--- src/rtl/scalu_issue_arb_pkg.sv ---
// Shared scalar-ALU issue constants and types, common to exers, the issue arbiter and scalu.
package scalu_issue_arb_pkg;

  localparam int ROBID_W = 7;
  localparam int XLEN    = 32;
  localparam int OP_W    = 5;
  localparam int PREG_W  = 6;

  typedef enum logic {
    SLOT_EMPTY = 1'b0,
    SLOT_FULL  = 1'b1
  } slot_state_t;

  // Distance from the ROB head; the subtract wraps, so a smaller value is older.
  function automatic logic [ROBID_W-1:0] rob_age(input logic [ROBID_W-1:0] robid,
                                                 input logic [ROBID_W-1:0] head);
    return robid - head;
  endfunction

endpackage

--- src/rtl/scalu_issue_slot.sv ---
// One-entry holding slot for an issue port: FULL flag plus micro-op fields.
module scalu_issue_slot
  import scalu_issue_arb_pkg::*;
(
  input  logic               clk,
  input  logic               rst,
  input  logic               i_load,
  input  logic               i_drain,
  input  logic               i_flush,
  input  logic [OP_W-1:0]    i_op,
  input  logic [ROBID_W-1:0] i_robid,
  input  logic [PREG_W-1:0]  i_rd,
  input  logic [XLEN-1:0]    i_op1,
  input  logic [XLEN-1:0]    i_op2,
  output logic               o_full,
  output logic [OP_W-1:0]    o_op,
  output logic [ROBID_W-1:0] o_robid,
  output logic [PREG_W-1:0]  o_rd,
  output logic [XLEN-1:0]    o_op1,
  output logic [XLEN-1:0]    o_op2
);

  slot_state_t r_state;
  slot_state_t w_state_nxt;

  logic [OP_W-1:0]    r_op;
  logic [ROBID_W-1:0] r_robid;
  logic [PREG_W-1:0]  r_rd;
  logic [XLEN-1:0]    r_op1;
  logic [XLEN-1:0]    r_op2;

  always_ff @(posedge clk or posedge rst) begin
    if (rst) r_state <= SLOT_EMPTY;
    else     r_state <= w_state_nxt;
  end

  // A load wins over a drain so a slot emptying this cycle can refill at once.
  always_comb begin
    w_state_nxt = r_state;
    if (i_flush)      w_state_nxt = SLOT_EMPTY;
    else if (i_load)  w_state_nxt = SLOT_FULL;
    else if (i_drain) w_state_nxt = SLOT_EMPTY;
  end

  always_ff @(posedge clk) begin
    if (i_load && !i_flush) begin
      r_op    <= i_op;
      r_robid <= i_robid;
      r_rd    <= i_rd;
      r_op1   <= i_op1;
      r_op2   <= i_op2;
    end
  end

  assign o_full  = (r_state == SLOT_FULL);
  assign o_op    = r_op;
  assign o_robid = r_robid;
  assign o_rd    = r_rd;
  assign o_op1   = r_op1;
  assign o_op2   = r_op2;

endmodule

--- src/rtl/scalu_issue_arb.sv ---
// Arbitrates the scalar ALU between two issue ports, oldest ROB entry first.
module scalu_issue_arb
  import scalu_issue_arb_pkg::*;
(
  input  logic               clk,
  input  logic               rst,
  input  logic               exers0_issue,
  input  logic [OP_W-1:0]    exers0_op,
  input  logic [ROBID_W-1:0] exers0_robid,
  input  logic [PREG_W-1:0]  exers0_rd,
  input  logic [XLEN-1:0]    exers0_op1,
  input  logic [XLEN-1:0]    exers0_op2,
  input  logic               exers1_issue,
  input  logic [OP_W-1:0]    exers1_op,
  input  logic [ROBID_W-1:0] exers1_robid,
  input  logic [PREG_W-1:0]  exers1_rd,
  input  logic [XLEN-1:0]    exers1_op1,
  input  logic [XLEN-1:0]    exers1_op2,
  output logic               arb_exers0_stall,
  output logic               arb_exers1_stall,
  output logic               arb_scalu_issue,
  output logic [OP_W-1:0]    arb_scalu_op,
  output logic [ROBID_W-1:0] arb_scalu_robid,
  output logic [PREG_W-1:0]  arb_scalu_rd,
  output logic [XLEN-1:0]    arb_scalu_op1,
  output logic [XLEN-1:0]    arb_scalu_op2,
  input  logic               scalu_stall,
  input  logic [ROBID_W-1:0] rob_head,
  input  logic               rob_flush
);

  logic               w_full0, w_full1;
  logic [OP_W-1:0]    w_s0_op, w_s1_op;
  logic [ROBID_W-1:0] w_s0_robid, w_s1_robid;
  logic [PREG_W-1:0]  w_s0_rd, w_s1_rd;
  logic [XLEN-1:0]    w_s0_op1, w_s1_op1;
  logic [XLEN-1:0]    w_s0_op2, w_s1_op2;

  logic [ROBID_W-1:0] w_age0, w_age1;
  logic               w_grant0, w_grant1;
  logic               w_load0, w_load1;

  assign w_age0 = rob_age(w_s0_robid, rob_head);
  assign w_age1 = rob_age(w_s1_robid, rob_head);

  // Equal ages cannot occur legally; slot 0 takes the tie.
  assign w_grant0 = !scalu_stall && w_full0 && (!w_full1 || (w_age0 <= w_age1));
  assign w_grant1 = !scalu_stall && w_full1 && (!w_full0 || (w_age1 <  w_age0));

  // Handshake: exersN_issue is valid, ~arb_exersN_stall is ready; a transfer
  // happens on an edge where both are true, and the requester holds its
  // micro-op unchanged until then. Toward scalu, arb_scalu_issue is valid and
  // ~scalu_stall is ready.
  assign arb_exers0_stall = w_full0 && !w_grant0;
  assign arb_exers1_stall = w_full1 && !w_grant1;
  assign w_load0 = exers0_issue && !arb_exers0_stall;
  assign w_load1 = exers1_issue && !arb_exers1_stall;

  scalu_issue_slot u_slot0 (
    .clk     (clk),
    .rst     (rst),
    .i_load  (w_load0),
    .i_drain (w_grant0),
    .i_flush (rob_flush),
    .i_op    (exers0_op),
    .i_robid (exers0_robid),
    .i_rd    (exers0_rd),
    .i_op1   (exers0_op1),
    .i_op2   (exers0_op2),
    .o_full  (w_full0),
    .o_op    (w_s0_op),
    .o_robid (w_s0_robid),
    .o_rd    (w_s0_rd),
    .o_op1   (w_s0_op1),
    .o_op2   (w_s0_op2)
  );

  scalu_issue_slot u_slot1 (
    .clk     (clk),
    .rst     (rst),
    .i_load  (w_load1),
    .i_drain (w_grant1),
    .i_flush (rob_flush),
    .i_op    (exers1_op),
    .i_robid (exers1_robid),
    .i_rd    (exers1_rd),
    .i_op1   (exers1_op1),
    .i_op2   (exers1_op2),
    .o_full  (w_full1),
    .o_op    (w_s1_op),
    .o_robid (w_s1_robid),
    .o_rd    (w_s1_rd),
    .o_op1   (w_s1_op1),
    .o_op2   (w_s1_op2)
  );

  assign arb_scalu_issue = w_grant0 || w_grant1;
  assign arb_scalu_op    = w_grant1 ? w_s1_op    : w_s0_op;
  assign arb_scalu_robid = w_grant1 ? w_s1_robid : w_s0_robid;
  assign arb_scalu_rd    = w_grant1 ? w_s1_rd    : w_s0_rd;
  assign arb_scalu_op1   = w_grant1 ? w_s1_op1   : w_s0_op1;
  assign arb_scalu_op2   = w_grant1 ? w_s1_op2   : w_s0_op2;

endmodule

--- config.mk ---
export PLATFORM = sky130hd
export DESIGN_NAME = scalu_issue_arb
export DESIGN_NICKNAME = d
export VERILOG_FILES = /design/src/rtl/scalu_issue_arb_pkg.sv /design/src/rtl/scalu_issue_slot.sv /design/src/rtl/scalu_issue_arb.sv
export SDC_FILE = /design/constraint.sdc
export NUM_CORES = 1
export LEC_CHECK = 0
export CORE_MARGIN = 1.5
export CORE_UTILIZATION = 37
export CTS_CLUSTER_DIAMETER = 60
export DETAILED_ROUTE_END_ITERATION = 10
export GPL_TIMING_DRIVEN = 0
export HOLD_SLACK_MARGIN = 0.05
export PLACE_DENSITY = 0.8
export SYNTH_ARGS = -nofsm -noshare
export SYNTH_HDL_FRONTEND = slang
export SYNTH_HIERARCHICAL = 1
export SYNTH_SLANG_ARGS = --single-unit
--- constraint.sdc ---
create_clock -name clk -period 7.3 [get_ports clk]
set_input_delay 2.19 -clock clk [delete_from_list [all_inputs] [get_ports clk]]
set_output_delay 2.19 -clock clk [all_outputs]
set_load 0.05 [all_outputs]
==> flow_metrics.env, run 1 <==
export IMPL_outcome="finished, violations left"
export IMPL_failed_checks="negative setup slack"
export IMPL_nFillCells=1328
export IMPL_ys_warn_count=6
export IMPL_worstHoldPathType="reg2reg"
export IMPL_drt_initial_drc_count=197
export IMPL_synth_yosys_seq_area_share_pct=69.77
export IMPL_synthSimpleGateAreaFrac_pct=2.316
export IMPL_final_cells=944
export IMPL_syn_nets=565
export IMPL_clkSinkCount=166
export IMPL_worstPathRequired_ps=5110
export IMPL_dp_cells=892
export IMPL_ir_drop_v=0.0001599
export IMPL_avgSynthCellArea_um2=19.43
export IMPL_cellLeakagePower_nw=4.362
export IMPL_io_buffers=261
export IMPL_critPathKind="in2out"
export IMPL_power_density_nw_per_um2=231.3
export IMPL_synth_xor_area_share_pct=0.9826
export IMPL_grt_overflow=0
export IMPL_routed_via_density=4.619
export IMPL_synthAdderAreaFrac_pct=3.895
export IMPL_fmax_ghz=0.1315
export IMPL_synth_flop_cell="edfxtp_1"
export IMPL_synth_top_cell_by_area="edfxtp_1"
export IMPL_cp_top_family="buffers and inverters"
export IMPL_globalplace_congestion=0.8080
export IMPL_cp_common_cell="a21oi_2"
export IMPL_endpoint_kind="output pin"
export IMPL_yosysMostFrequentCell="edfxtp_1"
export IMPL_die_area_um2=20110
export IMPL_cts_root_buf="clkbuf_16"
export IMPL_cp_start_kind="input pin"
export IMPL_ant_nets=0
export IMPL_postSynthCellCount=367
export IMPL_area_delta_synth_final_pct=61.43
export IMPL_fin_crit_ps=7603
export IMPL_fin_crit_sh_pct=104.2
export IMPL_drc_errors=0
export IMPL_max_stage_delay_ps=480
export IMPL_ys_types=37
export IMPL_regArea_um2=4975
export IMPL_rsz0062_at_grt="true"
export IMPL_timing_rr_start="u_slot1/o_robid[0]"
export IMPL_grt_pass1_wl_um=25420
export IMPL_synth_area_um2=7131
export IMPL_crit_chain="clkdlybuf4s50_1 > inv_2 > ha_4 > a21oi_2 > o21bai_1 > a21oi_1 > xnor2_1 > ha_1 > o21a_1 > a21oi_2 > a21oi_2 > nor3b_4 > buf_4 > buf_12 > clkbuf_16 > mux2_4 > buf_6"
export IMPL_clock_path_buffers=2
export IMPL_hold_viol=0
export IMPL_dp_hpwl_um=12040
export IMPL_tritoncts="yes"
export IMPL_placementRows=50
export IMPL_fin_util_pct=61.13
export IMPL_vias=4360
export IMPL_worstSetupStartpoint="rob_head[3]"
export IMPL_skew_ps=13.04
export IMPL_nets=869
export IMPL_antenna_found_initial=1
export IMPL_slew_headroom_pct=38.25
export IMPL_grt_pass1_vias=4766
export IMPL_multi_input_area_um2=2178
export IMPL_finalSetupViolCount=82
export IMPL_synthMuxAreaShare_pct=16.65
export IMPL_die_h_um=141.8
export IMPL_min_from="u_slot1/o_full"
export IMPL_synth_compound_area_share_pct=3.001
export IMPL_critPathSlowestCell="clkdlybuf4s50_1"
export IMPL_io_pins=262
export IMPL_core_area_um2=18830
export IMPL_synth_edf_count=164
export IMPL_dr_pass1_iters=4
export IMPL_critPathMaxFanout=5
export IMPL_worst_pin_slew_ps=924.0
export IMPL_initial_core_util_pct=37.87
export IMPL_grt_max_degree=35
export IMPL_die_x_um=141.8
export IMPL_clk_pin_slew_worst_paths_ps=70
export IMPL_synthArstFlopShare_pct=1.205
export IMPL_yosys_register_bits=166
export IMPL_yosysTopAreaCellShare_pct=69.06
export IMPL_synth_commonest_cells="edfxtp_1 (164), mux2_4 (68), inv_1 (21), ha_1 (19), mux2_2 (13)"
export IMPL_clkLatencyLatePin_ps=430
export IMPL_num_antenna_cells=0
export IMPL_cap_viol_max_count=0
export IMPL_crit_buf_inv=6
export IMPL_htreeDepth=4
export IMPL_numCtsBuffers=17
export IMPL_synth_top_family_by_area="multiplexers"
export IMPL_arrival_ps=5410
export IMPL_maxSlewViolCount=0
export IMPL_fin_ws_ps=-303.2
export IMPL_drive_above_1_share_pct=39.18
export IMPL_synthTopCellsByArea="edfxtp_1 (69%), mux2_4 (14%), ha_1 (3.3%)"
export IMPL_track_usage_pct=17.05
export IMPL_post_place_ws_ps=-1475
export IMPL_wl_per_cell_um=18.82
export IMPL_wirelength_um=17770
[power by group]
part	total [W]	switching, W	internal (W)
sequential	0.00112	0.0000163	0.00110
combinational	0.000630	0.000312	0.000318
clock	0.000912	0.000420	0.000491
total	0.00266	0.000749	0.00191
[final cells by class]
class | count | share of cell area (%)
plain buffers | 9 | 1.565
clock buffers | 17 | 3.696
clock inverters | 15 | 1.598
inverters | 21 | 0.7283
multi-input cells | 171 | 18.92
flip-flops and latches | 166 | 43.22
well taps | 260 | 2.826
repair buffers | 285 | 27.45
[cells in the final DEF (no fill, tap or decap), drive strengths merged, types with 4 or more instances in the layout]
| cell | n |
|---|---|
| clkdlybuf4s50 | 172 |
| edfxtp | 164 |
| ha | 19 |
| inv | 27 |
| clkinv | 7 |
| buf | 110 |
| xnor2 | 6 |
| nor2 | 7 |
| a21oi | 10 |
| nor3 | 4 |
| nor2b | 4 |
| mux2 | 81 |
| nand2 | 4 |
| o21a | 4 |
| clkbuf | 26 |
| nand2b | 4 |
[logic make-up after synthesis]
logic type      after synthesis
compound gates               30
flops                       166
buf+inv                      30
simple gates                 29
fa+ha+maj                    21
mux                          83
xor+xnor                      8
[routing by layer]
layer | global-route usage, % | share of wire, % | vias to the layer above
met5 | 0 | 0.073 | -
met4 | 7.216 | 2.4 | 2
met3 | 5.974 | 6.2 | 40
met2 | 30.19 | 53 | 182
met1 | 18.52 | 38 | 2117
li1 | - | - | 2019
[per-stage QoR]
stage / hold slack [ps] / cell area [um2] / power [W] / setup TNS (ps)
after floorplan: 576.8 / 7161 / 0.001471 / 0
after global placement: 607.5 / 10100 / 0.001672 / -241710
after detailed placement: 639.5 / 10180 / 0.001688 / -118240
after CTS: 647.2 / 11120 / 0.002644 / -29350
after global routing: 682.4 / 11510 / 0.002755 / -33140
final: 656.1 / 11510 / 0.002662 / -21940
[final timing paths]
| kind | endpoint | slack, ps | cells after the start |
|---|---|---|---|
| min reg2reg | u_slot1/o_full | 660 | 2 |
| max in group asynchronous | u_slot1/o_full | 5240 | 2 |
| max | arb_scalu_op1[27] | -300 | 17 |
| max reg2reg | u_slot1/o_robid[5] | 2950 | 18 |
| min | u_slot1/o_full | 660 | 2 |
| min in group asynchronous | u_slot0/o_full | 1960 | 2 |
[flip-flops by register name, summed over array words and instances (netlist names), 6 cells and up]
signal	count
u_slot0/o_op1	32
u_slot0/o_op2	32
u_slot1/o_op1	32
u_slot1/o_op2	32
u_slot0/o_robid	7
u_slot1/o_robid	7
u_slot0/o_rd	6
u_slot1/o_rd	6
[worst register-to-register path, delay by kind of cell, from the launching register on]
| kind | cells | cell delay [ps] |
|---|---|---|
| AOI/OAI and AO/OA | 8 | 1280 |
| adders and majority gates | 3 | 760 |
| buffers and inverters | 4 | 610 |
| and+or+nand+nor | 2 | 860 |
| xor gates and xnor gates | 1 | 140 |
| DFF | 1 | 380 |
[what timing repair did]
| item | 4_1_cts | 5_1_grt |
|---|---|---|
| buffers inserted | 7 | 4 |
| setup endpoints to repair | 84 | 84 |
| resized for setup | 605 | 61 |
| endpoints found under the hold margin | 0 | 0 |
| pin swaps | 21 | 9 |
| cloned | 3 | 7 |
| hold buffers | 0 | 0 |
Power figures use the tool's default switching activity.
==> run 2: changes to the inputs <==
--- a/config.mk
+++ b/config.mk
@@ -10,7 +10,7 @@
 export CTS_CLUSTER_DIAMETER = 60
 export DETAILED_ROUTE_END_ITERATION = 10
 export GPL_TIMING_DRIVEN = 0
-export HOLD_SLACK_MARGIN = 0.05
+export HOLD_SLACK_MARGIN = 0.15
 export PLACE_DENSITY = 0.8
 export SYNTH_ARGS = -nofsm -noshare
 export SYNTH_HDL_FRONTEND = slang
==> results of run 2 <==
Same layout as run 1: the final DEF is identical, and so are final timing and power.
